--- config.mk ---
export PLATFORM = sky130hd
export DESIGN_NAME = uart_cmd_sequencer
export DESIGN_NICKNAME = d
export VERILOG_FILES = /design/src/rtl/uart_cmd_pkg.sv /design/src/rtl/uart_cmd_buf.sv /design/src/rtl/uart_cmd_sequencer.sv
export SDC_FILE = /design/constraint.sdc
export NUM_CORES = 1
export LEC_CHECK = 0
export CAP_MARGIN = 15
export CELL_PAD_IN_SITES_DETAIL_PLACEMENT = 1
export CELL_PAD_IN_SITES_GLOBAL_PLACEMENT = 2
export CORE_MARGIN = 2
export CORE_UTILIZATION = 30
export DETAILED_ROUTE_END_ITERATION = 12
export PLACE_DENSITY = 0.72
export SLEW_MARGIN = 20
export SYNTH_ARGS = -nofsm -noshare
export SYNTH_HDL_FRONTEND = slang
export SYNTH_SLANG_ARGS = --single-unit
--- constraint.sdc ---
create_clock -name CLK50MHz -period 3.45 [get_ports CLK50MHz]
set_input_delay 0.69 -clock CLK50MHz [delete_from_list [all_inputs] [get_ports CLK50MHz]]
set_output_delay 0.69 -clock CLK50MHz [all_outputs]
set_load 0.02 [all_outputs]
--- src/rtl/uart_cmd_pkg.sv ---
// uart_cmd_pkg
//   Shared definitions for the UART command sequencer:
//     state_t       - frame parser / commit state encoding
//     BYTE_W        - width of every byte-wide path
//     SYNC_DEFAULT  - default frame start marker
//     ERR_CNT_MAX   - saturation value of the error counter
//     sat_inc()     - saturating increment for the error counter
package uart_cmd_pkg;

   localparam int unsigned       BYTE_W       = 8;
   localparam logic [BYTE_W-1:0] SYNC_DEFAULT = 8'hA5;
   localparam logic [BYTE_W-1:0] ERR_CNT_MAX  = 8'hFF;

   typedef enum logic [2:0] {
      HUNT,
      ADDR,
      LEN,
      PAYLOAD,
      CHECK,
      COMMIT
   } state_t;

   function automatic logic [BYTE_W-1:0] sat_inc(input logic [BYTE_W-1:0] v);
      return (v == ERR_CNT_MAX) ? v : v + 1'b1;
   endfunction

endpackage

--- src/rtl/uart_cmd_buf.sv ---
// uart_cmd_buf
//   Payload buffer: DEPTH x BYTE_W register array, one synchronous write
//   port and one combinational read port. Storage has no reset; entries are
//   only read after the parser has written them for the current frame.
//   Ports:
//     CLK50MHz  in   clock
//     we        in   write enable
//     widx      in   write index
//     wdata     in   write data
//     ridx      in   read index
//     rdata     out  read data (combinational)
module uart_cmd_buf
   import uart_cmd_pkg::*;
#(
   parameter int unsigned DEPTH = 8,
   parameter int unsigned AW    = 3
)(
   input  logic              CLK50MHz,
   input  logic              we,
   input  logic [AW-1:0]     widx,
   input  logic [BYTE_W-1:0] wdata,
   input  logic [AW-1:0]     ridx,
   output logic [BYTE_W-1:0] rdata
);

   logic [BYTE_W-1:0] mem [DEPTH];

   always_ff @(posedge CLK50MHz) begin
      if (we) mem[widx] <= wdata;
   end

   assign rdata = mem[ridx];

endmodule

--- src/rtl/uart_cmd_sequencer.sv ---
// uart_cmd_sequencer
//   Turns the UART receive byte stream into checked register-write bursts.
//   Frame: SYNC, addr, len (1..MAX_LEN), len payload bytes, XOR checksum of
//   addr^len^payload. The payload is buffered and replayed as a handshaked
//   write burst only when the checksum matches.
//   Optional build macro: UART_CMD_TIMEOUT_EN adds an inter-byte silence
//   timeout (TIMEOUT_CYC) that aborts a frame still being received.
//   Ports:
//     CLK50MHz   in   clock
//     RESET      in   async active-low reset
//     RX_DATA    in   received byte (valid with RX_VALID)
//     RX_VALID   in   one-cycle byte strobe
//     RX_PERR    in   parity error for the strobed byte
//     WR_EN      out  write request, held until accepted
//     WR_ADDR    out  register address (base + index, 8-bit wrap)
//     WR_DATA    out  register data
//     WR_READY   in   write accepted when WR_EN && WR_READY
//     FRAME_OK   out  pulse after last write of a good frame is accepted
//     FRAME_ERR  out  pulse on any frame abort
//     OVERRUN    out  pulse when a byte is dropped during commit
//     ERR_CNT    out  saturating count of FRAME_ERR pulses
//     BUSY       out  high whenever not hunting for sync
module uart_cmd_sequencer
   import uart_cmd_pkg::*;
#(
   parameter int unsigned       MAX_LEN   = 8,
   parameter logic [BYTE_W-1:0] SYNC_BYTE = SYNC_DEFAULT
`ifdef UART_CMD_TIMEOUT_EN
   , parameter int unsigned     TIMEOUT_CYC = 286000
`endif
)(
   input  logic              CLK50MHz,
   input  logic              RESET,
   input  logic [BYTE_W-1:0] RX_DATA,
   input  logic              RX_VALID,
   input  logic              RX_PERR,
   output logic              WR_EN,
   output logic [BYTE_W-1:0] WR_ADDR,
   output logic [BYTE_W-1:0] WR_DATA,
   input  logic              WR_READY,
   output logic              FRAME_OK,
   output logic              FRAME_ERR,
   output logic              OVERRUN,
   output logic [BYTE_W-1:0] ERR_CNT,
   output logic              BUSY
);

   // CW holds a length (0..MAX_LEN); AW addresses the buffer (0..MAX_LEN-1)
   localparam int unsigned       CW        = $clog2(MAX_LEN + 1);
   localparam int unsigned       AW        = (MAX_LEN > 1) ? $clog2(MAX_LEN) : 1;
   localparam logic [BYTE_W-1:0] MAX_LEN_B = BYTE_W'(MAX_LEN);

   state_t            state;
   logic [BYTE_W-1:0] base;
   logic [BYTE_W-1:0] csum;
   logic [CW-1:0]     len;
   logic [CW-1:0]     idx;

   logic              byte_ok;
   logic              abort;
   logic              tmo_hit;
   logic              last_acc;
   logic              buf_we;
   logic [AW-1:0]     buf_widx;
   logic [AW-1:0]     buf_ridx;
   logic [BYTE_W-1:0] buf_rdata;

   assign byte_ok  = RX_VALID && !RX_PERR;
   assign last_acc = (idx == len - 1'b1);
   assign BUSY     = (state != HUNT);

   assign buf_we   = (state == PAYLOAD) && byte_ok;
   assign buf_widx = idx[AW-1:0];
   // Read one entry ahead during commit so the next WR_DATA is ready at the
   // accept edge; outside commit, entry 0 is presented for the first write.
   assign buf_ridx = (state == COMMIT) ? AW'(idx + 1'b1) : '0;

   uart_cmd_buf #(
      .DEPTH (MAX_LEN),
      .AW    (AW)
   ) u_buf (
      .CLK50MHz (CLK50MHz),
      .we       (buf_we),
      .widx     (buf_widx),
      .wdata    (RX_DATA),
      .ridx     (buf_ridx),
      .rdata    (buf_rdata)
   );

`ifdef UART_CMD_TIMEOUT_EN
   localparam int unsigned TW = $clog2(TIMEOUT_CYC + 1);

   logic [TW-1:0] tcnt;
   logic          counting;

   assign counting = state inside {ADDR, LEN, PAYLOAD, CHECK};
   assign tmo_hit  = counting && !RX_VALID && (tcnt == TW'(TIMEOUT_CYC - 1));

   always_ff @(posedge CLK50MHz or negedge RESET) begin
      if (!RESET)                             tcnt <= '0;
      else if (RX_VALID || !counting || tmo_hit) tcnt <= '0;
      else                                    tcnt <= tcnt + 1'b1;
   end
`else
   assign tmo_hit = 1'b0;
`endif

   // Abort sources: parity error mid-frame, bad length, checksum mismatch,
   // silence timeout. None of them can fire in HUNT or COMMIT.
   always_comb begin
      abort = 1'b0;
      if (RX_VALID && RX_PERR && (state inside {ADDR, LEN, PAYLOAD, CHECK}))
         abort = 1'b1;
      else if (byte_ok) begin
         case (state)
            LEN:     abort = (RX_DATA == '0) || (RX_DATA > MAX_LEN_B);
            CHECK:   abort = (RX_DATA != csum);
            default: abort = 1'b0;
         endcase
      end
      if (tmo_hit) abort = 1'b1;
   end

   always_ff @(posedge CLK50MHz or negedge RESET) begin
      if (!RESET) begin
         state     <= HUNT;
         base      <= '0;
         csum      <= '0;
         len       <= '0;
         idx       <= '0;
         WR_EN     <= 1'b0;
         WR_ADDR   <= '0;
         WR_DATA   <= '0;
         FRAME_OK  <= 1'b0;
         FRAME_ERR <= 1'b0;
         OVERRUN   <= 1'b0;
         ERR_CNT   <= '0;
      end else begin
         FRAME_OK  <= 1'b0;
         FRAME_ERR <= 1'b0;
         OVERRUN   <= 1'b0;
         if (abort) begin
            state     <= HUNT;
            idx       <= '0;
            FRAME_ERR <= 1'b1;
            ERR_CNT   <= sat_inc(ERR_CNT);
         end else begin
            case (state)
               HUNT: begin
                  if (byte_ok && RX_DATA == SYNC_BYTE) state <= ADDR;
               end
               ADDR: begin
                  if (byte_ok) begin
                     base  <= RX_DATA;
                     csum  <= RX_DATA;
                     state <= LEN;
                  end
               end
               LEN: begin
                  if (byte_ok) begin
                     len   <= CW'(RX_DATA);
                     csum  <= csum ^ RX_DATA;
                     idx   <= '0;
                     state <= PAYLOAD;
                  end
               end
               PAYLOAD: begin
                  if (byte_ok) begin
                     csum <= csum ^ RX_DATA;
                     idx  <= idx + 1'b1;
                     if (idx + 1'b1 == len) state <= CHECK;
                  end
               end
               CHECK: begin
                  if (byte_ok) begin
                     state   <= COMMIT;
                     idx     <= '0;
                     WR_EN   <= 1'b1;
                     WR_ADDR <= base;
                     WR_DATA <= buf_rdata;
                  end
               end
               COMMIT: begin
                  // Bytes arriving now cannot be buffered; drop and flag.
                  if (RX_VALID) OVERRUN <= 1'b1;
                  if (WR_READY) begin
                     if (last_acc) begin
                        WR_EN    <= 1'b0;
                        FRAME_OK <= 1'b1;
                        idx      <= '0;
                        state    <= HUNT;
                     end else begin
                        idx     <= idx + 1'b1;
                        WR_ADDR <= WR_ADDR + 1'b1;
                        WR_DATA <= buf_rdata;
                     end
                  end
               end
               default: state <= HUNT;
            endcase
         end
      end
   end

endmodule

== Yosys cells after proc, flatten, opt, wreduce, memory -nomap -nowiden ==
Memories as Yosys holds them, arrays and structs flattened.
Cells that the tools add are included.
Word-level totals
  register bits: 55
  logic and storage cells: 115
  input bits: 13
  memories kept: 1
  RAM bits: 64
  output and inout bits: 29
Memory list
  u_buf.mem: words 8, bits a word 8, read ports 1, clocked after Yosys merged registers in 0, wr ports 1, RTL line uart_cmd_buf.sv:26  | logic [BYTE_W-1:0] mem [DEPTH];
Cells by class
  $lt $le $gt $ge: 1
  eq/ne operators: 25
  $add $sub $neg: 4
  muxes and demuxes: 45
  reduce and logical (&&, ||, !) cells: 24
  bitwise gates (word level): 3
Operators by type and width (number)
  $mux 8: 8
  $pmux 8 s2: 3
  $mux 3: 10
  $ne 3x3->1 const B: 7
  $mux 4: 5
  $pmux 3 s6: 1
  $add 8x1->8 const B: 2
  $eq 8x8->1 const B: 2
  $mux 1: 15
  $pmux 4 s3: 1
  $ne 2x2->1 const B: 5
  $reduce_and 5->1: 2
  $eq 4x4->1: 2
  $gt 8x4->1 const B: 1
  $logic_not 8->1: 1
  $ne 8x8->1: 1
  $reduce_and 4->1: 2
  $reduce_and 8->1: 1
  $reduce_bool 4->1: 2
  $xor 8x8->8: 1
  $eq 3x2->1 const B: 2
  $eq 3x3->1 const B: 2
  $reduce_and 3->1: 2
  $logic_and 1x1->1: 5
  other kinds (15): 19

== Longest topological paths before layout ==
Gate-level depths: netlist of the first run.
  word-level depth: 7
  gate-level depth with buffers: 10
  gate-level depth less buffers: 8

== By module ==
From an unflattened synthesis of the first run, not the netlist that was laid out.
Second synthesis, totals
  cells, all modules: 398
  area total of the unflattened synthesis: 5610.4 um2
By module, submodules not included
  uart_cmd_sequencer: cells each 292, instances 1, area each 3079.2 um2, seq. area each 1376.3 um2
  uart_cmd_buf: cells each 106, instances 1, area each 2531.2 um2, seq. area each 1921.8 um2

== Least setup slack after synthesis of the first run ==
OpenSTA, ideal clock, no wires.
  path kind: input to register
  start point: input RX_DATA[0]
  end point: register WR_DATA[6]
  arrival time: 2.535 ns
  data required time: 3.325 ns
  path slack: 0.790 ns
  stages on the path: 9
  library setup time: 0.125 ns
  path buffers: 3
  cell sequence: buf_2 > o31ai_1 > nand3_1 > a31o_4 > nor3_4 > and2_4 > buf_8 > buf_12 > mux2_4
Between the ends
  longest elaborated chain between the ends: 7
  elaborated cells between the ends (all ways): 9
  those cells by class: order compare: 1; eq/ne: 1; mux: 3; bitwise: 1; reduce/logical: 3
RTL lines
  from (decl): RTL line uart_cmd_sequencer.sv:34  | input logic [BYTE_W-1:0] RX_DATA,
  $gt 8x4->1 / $logic_not 8->1 (equally long branches): RTL line uart_cmd_sequencer.sv:116  | LEN: abort = (RX_DATA == '0) || (RX_DATA > MAX_LEN_B);
  $logic_or 1x1->1: RTL line uart_cmd_sequencer.sv:116
  $pmux 1 s2 *: RTL line uart_cmd_sequencer.sv:115  | case (state)
  $mux 1 *: RTL line uart_cmd_sequencer.sv:114  | else if (byte_ok) begin
  $mux 1 *: RTL line uart_cmd_sequencer.sv:112  | if (RX_VALID && RX_PERR && (state inside {ADDR, LEN, PAYLOAD, CHECK}))
  $not 1->1 (no source line) *
  $reduce_and 5->1 (no source line) *
  to (signal assigned): RTL line uart_cmd_sequencer.sv:180  | WR_DATA <= buf_rdata;
  to (signal assigned): RTL line uart_cmd_sequencer.sv:195  | WR_DATA <= buf_rdata;
  to (decl): RTL line uart_cmd_sequencer.sv:39  | output logic [BYTE_W-1:0] WR_DATA,
Mark *: on every way between the ends. The rest lies on a longest branch, timed or not.
A chain may end at the register's enable or synchronous reset.

== Worst setup path in the final report of the first run ==
  start point: input RX_DATA[7]
  end point: register csum[5]
Between the ends
  longest elaborated chain between the ends: 7
  elaborated cells between the ends (all ways): 9
  those cells by class: order compare: 1; eq/ne: 1; mux: 3; bitwise: 1; reduce/logical: 3
RTL lines
  $gt 8x4->1 / $logic_not 8->1 (equally long branches): RTL line uart_cmd_sequencer.sv:116
  $logic_or 1x1->1: RTL line uart_cmd_sequencer.sv:116
  $pmux 1 s2 *: RTL line uart_cmd_sequencer.sv:115
  $mux 1 *: RTL line uart_cmd_sequencer.sv:114
  $mux 1 *: RTL line uart_cmd_sequencer.sv:112
  $not 1->1 (no source line) *
  $reduce_and 4->1 (no source line) *
  to (signal assigned): RTL line uart_cmd_sequencer.sv:162  | csum <= csum ^ RX_DATA;
  to (signal assigned): RTL line uart_cmd_sequencer.sv:169  | csum <= csum ^ RX_DATA;
  to (decl): RTL line uart_cmd_sequencer.sv:55  | logic [BYTE_W-1:0] csum;
Marked as above.

==> metrics.md, run 1 <==
| Metric | Value |
|---|---|
| Pleak | `between 2 and 3 nW` |
| Worst min path class | `in -> async` |
| Nets | `520` |
| Post-cts hold buffer count | `0` |
| Status | `finished, violations left` |
| Largest family of logic cells by synthesized area | `compound AO/OA/AOI/OAI gates` |
| Clock root buffer | `clkbuf_16` |
| Relative slew slack | `0.300` |
| # DRC | `4` |
| Setup Viol. Count Final | `0` |
| Overall die area | `19600 sq um` |
| Synth cell types | `59` |
| Die width | `140 um` |
| Via count | `slightly below 4000` |
| Setup TNS | `0 ns` |
| Layout Area Growth over Synthesis | `24.4%` |
| Synth Area in Simple Gates | `0.105` |
| P per Cell Area | `~810 nW/um^2` |
| Layout cells sized above 1 | `0.190` |
| DRT iter0 DRCs | `approximately 290` |
| GR Overflow Total | `0` |
| Worst-Margin Slew | `1.04 ns` |
| Final slew viol count | `0` |
| RSZ-0062 raised after global routing | `no` |
| Drt pass-1 iters | `8` |
| Met2 wire len | `7.80 mm` |
| Detailed-route vias per instance | `5.23` |
| Minimum clock period | `3.07 ns` |
| Maximum VDD drop | `442 uV` |
| R2R Path Start | `idx[1]` |
| Met3 WL | `554 um` |
| Total GRT Usage | `0.166` |
| Ys async rst share | `0.462` |
| Max layer used | `met4` |
| Failing checks | `design-rule violations` |
| Complex-gate fraction of the synthesized area | `0.119` |
| Fraction of synthesized area in multiplexers | `0.105` |
| Die height | `140 um` |
| CTS H-tree depth | `4` |
| Initial Util | `0.307` |
| Critical path launch point type | `input pin` |
| Total number of yosys warnings | `0` |
| Worst path max stage delay | `0.85 ns` |
| Dpl hpwl | `10.7 mm` |
| Critical path type | `in -> reg` |
| Hold Slack | `0.278 ns` |
| Adder-Cell Fraction of Synth Area | `0.00900` |
| GPL Wtd Cong | `0.755` |
| Final Core Density | `0.382` |
| Initial antenna violation count | `0` |
| Max-cap violation count | `0` |
| First-pass GRT wire length | `24.6 mm` |
| Skew-Pair Late Insertion Delay | `0.42 ns` |
| Number of nets with antenna violations after routing | `0` |
| Vias in the first global route | `4199` |
| CTS tree | `done` |
| Gate count after technology mapping | `about 440` |
| Core Rows | `between 40 and 50` |
| Max Freq | `0.326 GHz` |
| Largest net degree at the start of global routing | `45` |
| Worst path slowest cell | `nor3_1` |
| Tcrit/Tclk final | `0.889` |
| # clock sinks | `119` |
| Final Skew | `0.00982 ns` |
| Clock tree buffer depth | `2` |
| Mapped cell area | `5560 sq um` |
| EDFF count, synth | `64` |
| Num CTS Buffers | `17` |
| ANT cells | `0` |
| Crit. End Element | `flip-flop` |
| Cell count after placement | `713` |
| Syn_area_per_cell | `about 13 sq um` |
| Crit. Startpoint | `RX_DATA[7]` |
| WL final | `15.5 mm` |
| Final Hold Viols | `0` |
| WL/cell | `20.9 um` |
| FF+latch count, synth | `119` |
| Synth Flop Type | `edfxtp_1` |
| Critical path required time | `3.77 ns` |
| Crit-path cells | `clkdlybuf4s50_1, nor4_1, a41oi_1, nor3_1, nor2_1, a311oi_1` |
| Post-synthesis sequential area ratio | `0.593` |
| Worst-path clk slew | `~0.060 ns` |
| CP arrival | `~3.4 ns` |
| Resized cells post-CTS | `0` |
| Synth Area in XOR/XNOR | `0.0394` |
| Synth Net Count | `455` |
| Setup bufs post-CTS | `0` |
| PortBufs | `41` |
| Final Non-Filler Cells | `744` |
| M1 WL | `6.99 mm` |
| CP Max Fanout | `9` |
| Core area | `18100 sq um` |
| Ports | `42` |
## Yosys cell counts, types with 11 or more instances
cell	instances	area, sq um
nor2_1	24	90.1
o21ai_0	17	85.1
a31oi_1	12	75.1
mux2_2	25	282
mux2i_1	27	270
a21oi_1	19	95.1
clkbuf_1	13	48.8
nand3_1	11	55.1
nand2_1	27	101
edfxtp_1	64	1920
dfrtp_1	55	1380
xor2_1	18	158
## cells in the final DEF, fill, tap and decap left out, drive strengths merged, types with 17 or more instances in the layout
cell type	netlist	routed
o21ai	17	17
clkbuf	15	17
buf	11	32
clkdlybuf4s50	0	40
nand2	27	27
mux2i	27	27
mux2	27	27
a21oi	20	20
edfxtp	64	64
dfrtp	55	55
xor2	18	18
nor2	24	24
## cell families after synthesis
kind of cell | Yosys count
buf+inv | 32
flops | 119
simple gates | 110
xor+xnor | 25
compound gates | 94
mux | 54
fa+ha+maj | 4
## final cells by class
type / count / area [sq um]
repair buffers: 72 / 641
fillers: 1898 / 11200
multi-input cells: 287 / 2090
flip-flops and latches: 119 / 3300
clock buffers: 17 / 425
well taps: 229 / 287
inverters: 6 / 22.5
clock inverters: 14 / 151
## power by group
group | total [mW] | leakage [nW] | internal (mW) | switching [mW]
clock network | 1.74 | 0.270 | 1.06 | 0.679
registers | 2.05 | 1.26 | 1.76 | 0.289
logic | 1.78 | 1.13 | 0.804 | 0.979
total | 5.57 | 2.67 | 3.62 | 1.95
## critical path: cells and delay by family
family / cells / cell delay (ns)
compound gates: 2 / 0.56
buf+inv: 1 / 0.60
simple gates: 3 / 1.54
## through the flow
step / cell area, sq um / worst slack, ns / power, mW
after global routing: 6920 / 0.150 / 5.87
final: 6920 / 0.381 / 5.57
after detailed placement: 6340 / -0.0277 / 3.86
after global placement: 6340 / 0.0995 / 3.81
after floorplan: 5560 / 0.790 / 3.14
after CTS: 6910 / 0.400 / 5.62
## routing by layer
metal  vias up  GRT usage
met5         -          0
met4         0     0.0478
met3        13     0.0359
met2        73      0.284
met1      2004      0.213
li1       1803          -
## flip-flops by register name (all words and copies together) (netlist names)
name       cells
WR_ADDR        8
u_buf.mem     64
base           8
FRAME_OK       1
csum           8
WR_EN          1
len            4
FRAME_ERR      1
OVERRUN        1
idx            4
WR_DATA        8
ERR_CNT        8
state          3
## worst paths after layout
kind | endpoint | slack (ns) | cells after the start
min reg2reg | WR_DATA[5] | 0.51 | 1
max | csum[5] | 0.38 | 6
min | FRAME_ERR | 0.28 | 1
max reg2reg | WR_DATA[1] | 0.73 | 8
min in group CLK50MHz | WR_DATA[5] | 0.51 | 1
max in group asynchronous | len[2] | 2.57 | 2
Power figures use the tool's default switching activity.
==> inputs of run 2 (changes only) <==
--- a/config.mk
+++ b/config.mk
@@ -5,7 +5,7 @@
 export SDC_FILE = /design/constraint.sdc
 export NUM_CORES = 1
 export LEC_CHECK = 0
-export CAP_MARGIN = 15
+export CAP_MARGIN = 30
 export CELL_PAD_IN_SITES_DETAIL_PLACEMENT = 1
 export CELL_PAD_IN_SITES_GLOBAL_PLACEMENT = 2
 export CORE_MARGIN = 2
==> metrics.md, run 2 (synthesis gave the netlist of run 1 again) <==
| Metric | Value |
|---|---|
| Die width | `140 um (unchanged)` |
| PortBufs | `41 (unchanged)` |
| Hold Slack | `0.279 ns (+0.00102 ns)` |
| Max FFs per register | `64 (unchanged)` |
| Ports | `42 (unchanged)` |
| Layout cells sized above 1 | `0.193 (+0.00313)` |
| Final Non-Filler Cells | `746 (+0.27%)` |
| Max Freq | `0.321 GHz (-1.4%)` |
| Clock power share | `0.320 (+0.008)` |
| Die height | `140 um (unchanged)` |
| Detailed-route vias per instance | `5.18 (-0.99%)` |
| First-pass GRT wire length | `24.9 mm (+1.4%)` |
| Initial Util | `0.307 (unchanged)` |
| Tcrit/Tclk final | `0.902 (+0.0127)` |
| Critical path required time | `3.75 ns (-0.02 ns)` |
| Setup Viol. Count Final | `0 (unchanged)` |
| DRT iter0 DRCs | `247 (-14%)` |
| # clock sinks | `119 (unchanged)` |
| CP arrival | `3.41 ns (+0.02 ns)` |
| Final slew viol count | `0 (unchanged)` |
| Total GRT Usage | `0.169 (+0.00293)` |
| Core area | `18100 sq um (unchanged)` |
| Sequential power share | `0.362 (-0.006)` |
| Most flops, register | `u_buf.mem` |
| Worst path slowest cell | `clkdlybuf4s50_1` |
| Most frequent cells in the layout | `64 x edfxtp_1, 55 x dfrtp_1, 40 x clkdlybuf4s50_1` |
| Worst path max stage delay | `0.61 ns (-0.24 ns)` |
| Status | `finished, violations left` |
| Setup TNS | `0 ns (unchanged)` |
| Core Rows | `49 (unchanged)` |
| Clock tree buffer depth | `2 (unchanged)` |
| Final Hold Viols | `0 (unchanged)` |
| CTS H-tree depth | `4 (unchanged)` |
| Critical path type | `in -> reg` |
| Net switching power | `1.95 mW (+0.23%)` |
| Largest net degree at the start of global routing | `30 (-33%)` |
| Logic pwr share | `0.318 (-0.002)` |
| Commonest non-fill, non-tap cell in the layout | `edfxtp_1` |
| Maximum VDD drop | `396 uV (-10%)` |
| Failing checks | `design-rule violations` |
| Worst min path class | `in -> async` |
| Layout Area Growth over Synthesis | `25.4%` |
| Vias in the first global route | `4253 (+1.3%)` |
| GR Overflow Total | `0 (unchanged)` |
| Overall die area | `19600 sq um (unchanged)` |
| Dpl hpwl | `10.9 mm (+1.7%)` |
| Relative slew slack | `0.503 (+0.202)` |
| P per Cell Area | `811 nW/um^2 (+0.69%)` |
| Number of nets with antenna violations after routing | `0 (unchanged)` |
| ANT cells | `0 (unchanged)` |
| Minimum clock period | `3.11 ns (+0.0439 ns)` |
| Internal power | `3.70 mW (+2.1%)` |
| Clock root buffer | `clkbuf_16` |
| Buf/Inv on CP | `1 (unchanged)` |
| RSZ-0062 raised after global routing | `no` |
| Skew-Pair Late Insertion Delay | `0.42 ns (about the same)` |
| Worst path top cell family by delay | `simple AND/OR/NAND/NOR gates` |
| Num CTS Buffers | `17 (unchanged)` |
| CTS tree | `done` |
| Final Skew | `0.0107 ns (+0.000860 ns)` |
| Setup bufs post-CTS | `0 (unchanged)` |
| Worst-Margin Slew | `0.739 ns (-0.303 ns)` |
| GPL Wtd Cong | `0.755 (unchanged)` |
| WL final | `15.7 mm (+1.1%)` |
| Crit-path cells | `clkdlybuf4s50_1, nor4_1, nand3_1, a31o_4, nor3_4, and2_4, mux2_2` |
| # DRC | `4 (unchanged)` |
| Crit. End Element | `flip-flop` |
| Max-cap violation count | `0 (unchanged)` |
| Via count | `3865 (-0.72%)` |
| Initial antenna violation count | `0 (unchanged)` |
| CP Max Fanout | `16 (+7)` |
| WL/cell | `21.0 um (+0.79%)` |
| Sw frac | `0.345 (-0.00430)` |
| Resized cells post-CTS | `0 (unchanged)` |
| Cell count after placement | `714 (+0.14%)` |
| Post-cts hold buffer count | `0 (unchanged)` |
| Overall power | `5.65 mW (+1.5%)` |
| Critical path launch point type | `input pin` |
| Nets | `522 (+0.38%)` |
| Pleak | `2.70 nW (+1.3%)` |
| Worst-path clk slew | `0.06 ns (about the same)` |
| Drt pass-1 iters | `8 (unchanged)` |
-- run 2: cell types whose count changed in the layout (fill, tap and decap cells not counted), sizes merged --
cell	change
buf	+2
bufinv	+1
clkinv	+2
clkinvlp	-2
inv	-1
-- run 2: stage by stage --
step / cell area, sq um / worst slack, ns / utilization
2_1_floorplan: 5560 / 0.790 / -
3_3_place_gp: 6340 / 0.0995 / 0.350
3_5_place_dp: 6360 / 0.00640 / 0.352
4_1_cts: 6970 / 0.439 / 0.385
5_1_grt: 6970 / 0.308 / 0.385
6_report: 6970 / 0.338 / 0.385
-- run 2: path summary, 6_finish.rpt --
kind / startpoint / to / slack, ns / cells past startpoint
max in group asynchronous: RESET / WR_EN / 2.55 / 2
min in group CLK50MHz: WR_DATA[5] / WR_DATA[5] / 0.51 / 1
worst max-delay path: RX_DATA[7] / WR_DATA[4] / 0.34 / 7
worst max register to register: idx[1] / WR_DATA[1] / 0.80 / 8
worst min-delay path: RESET / ERR_CNT[6] / 0.28 / 1
worst min register to register: WR_DATA[5] / WR_DATA[5] / 0.51 / 1
-- run 2: layout make-up --
| cell class | instances | area [sq um] |
|---|---|---|
| clock buffers | 17 | 425 |
| inverters | 6 | 22.5 |
| fillers | 1920 | 11100 |
| well taps | 229 | 287 |
| multi-input cells | 287 | 2090 |
| flip-flops and latches | 119 | 3300 |
| repair buffers | 74 | 671 |
| clock inverters | 14 | 175 |
-- run 2: power groups by stage --
stage / Combinational [mW] / Clock (mW) / Sequential [mW]
3_5_place_dp: 1.80 / 0 / 2.07
4_1_cts: 1.81 / 1.85 / 2.05
6_report: 1.80 / 1.81 / 2.05
2_1_floorplan: 1.00 / 0 / 2.13
5_1_grt: 1.95 / 1.91 / 2.10
3_3_place_gp: 1.75 / 0 / 2.06
-- run 2: worst reg2reg max path, stage by stage, from the launching register on --
cell and delay (ns):
dfrtp_1 0.52, ha_1 0.30, xor2_1 0.21, nand2_1 0.33, buf_4 0.33, mux2i_1 0.13, mux2_2 0.27, o21ai_0 0.29
mux2_2 0.22
-- run 2: per-layer routing --
| metal | up-vias | share of wire | GRT usage |
|---|---|---|---|
| li1 | 1804 | - | - |
| met1 | 1979 | 0.45 | 0.210 |
| met2 | 67 | 0.51 | 0.293 |
| met3 | 15 | 0.033 | 0.0356 |
| met4 | 0 | 0.014 | 0.0564 |
| met5 | - | 0 | 0 |
==> RTL change (settings of run 1) <==
Change the parameter `MAX_LEN` from 8 to 4.
--- a/src/rtl/uart_cmd_sequencer.sv
+++ b/src/rtl/uart_cmd_sequencer.sv
@@ -23,7 +23,7 @@
 module uart_cmd_sequencer
    import uart_cmd_pkg::*;
 #(
-   parameter int unsigned       MAX_LEN   = 8,
+   parameter int unsigned       MAX_LEN   = 4,
    parameter logic [BYTE_W-1:0] SYNC_BYTE = SYNC_DEFAULT
 `ifdef UART_CMD_TIMEOUT_EN
    , parameter int unsigned     TIMEOUT_CYC = 286000
Formal check against the unedited RTL: not equivalent (Yosys sat finds a counterexample within 4 cycles, from zero or initial values and one cycle with RESET low).
==> RTL change against run 1 <==
- power shrank 25%
- design area shrank 26%
- maximum frequency grew 11%
- area after synthesis shrank 25%
- global-route usage shrank 1.3 points
- setup slack gained 0.31 ns
- wire length shrank 33%
- sequential cell count shrank 34
- non-clock buffer count shrank 15
- largest cell class unchanged
- highest routed layer unchanged
==> RTL change: results (changes against run 1) <==
outcome: finished clean
Layout fillers: 1508 (-21%)
worst reg2reg path endpoint: ERR_CNT[1]$_DFFE_PN0P_
met3 track demand over resource: 5.056% (+1.5 points)
Worst setup endpoint: state[0]$_DFFE_PN0P_
post-layout total power: 4.189 mW (-25%)
met3 routed WL: 539 um (-2.7%)
Netlist cell types: 61 (+3.4%)
dpl ws: 0.3099 ns (+0.3376 ns)
Pre-Repair DR Iteration Count: 4 (-4)
Async SR Flop Fraction: 62.35% (+16 points)
top cells by count, synth: dfrtp_1, nand2_1, edfxtp_1
area of the multi-input gates: 1733 sq um (-17%)
met2 usage: 24.62% (-3.7 points)
Placer Congestion: 0.7445 (-1.4%)
first-pass GRT wire length: 17120 um (-30%)
met1 wire length: 4831 um (-31%)
DIE WIDTH: 122.0 um (-13%)
vias in the first global route: 3135 (-25%)
reg2reg path depth: 5 (-3)
largest net degree at the start of global routing: 41 (-8.9%)
First DRT Iteration DRCs: 196 (-32%)
start of the worst register-to-register path: state[2]$_DFFE_PN0P_
WL per Instance: 17.57 um (-16%)
met2 wire len: 4929 um (-37%)
worst setup path start: RX_DATA[4]
number of synthesized flops with an enable pin: 32 (-50%)
top post-synthesis cells by area: dfrtp_1, edfxtp_1, o21ai_0
Top power group: combinational cells
Finished Layout Cells: 595 (-20%)
Clk power: 999 uW (-43%)
Net Switching: 1.579 mW (-19%)
Gate power share: 38.3% (+6.3 points)
Fin Clk Skew: 0.008760 ns (-0.001062 ns)
Worst slew margin: 34.01% (+4.0 points)
WHS: 0.4784 ns (+0.2008 ns)
sequential fraction of the synthesis area: 54.78% (-4.5 points)
GRT met1 Usage: 19.67% (-1.6 points)
RTL change: cell types whose count changed after synthesis, sizes merged, moves of 7 or more:
cell,run 1,this run
mux2i,27,11
mux2,27,10
xor2,18,6
o21ai,17,25
a2bb2oi,8,1
edfxtp,64,32
o2111ai,8,0
o31a,0,7
o22ai,3,11
RTL change: layout make-up:
cell class	count	area share (%)
Sequential cell	85	44.74
Tap cell	180	4.405
Timing Repair Buffer	57	10.28
Clock buffer	10	4.479
Clock inverter	6	1.395
Inverter	11	0.8076
Multi-Input combinational cell	246	33.90
RTL change: logic make-up after synthesis:
kind of cell | count (synthesis) | synth area share [%]
AND/OR/NAND/NOR | 107 | 15.34
AO/OA/AOI/OAI | 92 | 14.08
flip-flops | 85 | 54.78
buffers and inverters | 32 | 3.716
multiplexers | 21 | 5.334
XOR/XNOR | 19 | 4.645
adder cells (fa/ha/maj) | 7 | 2.098
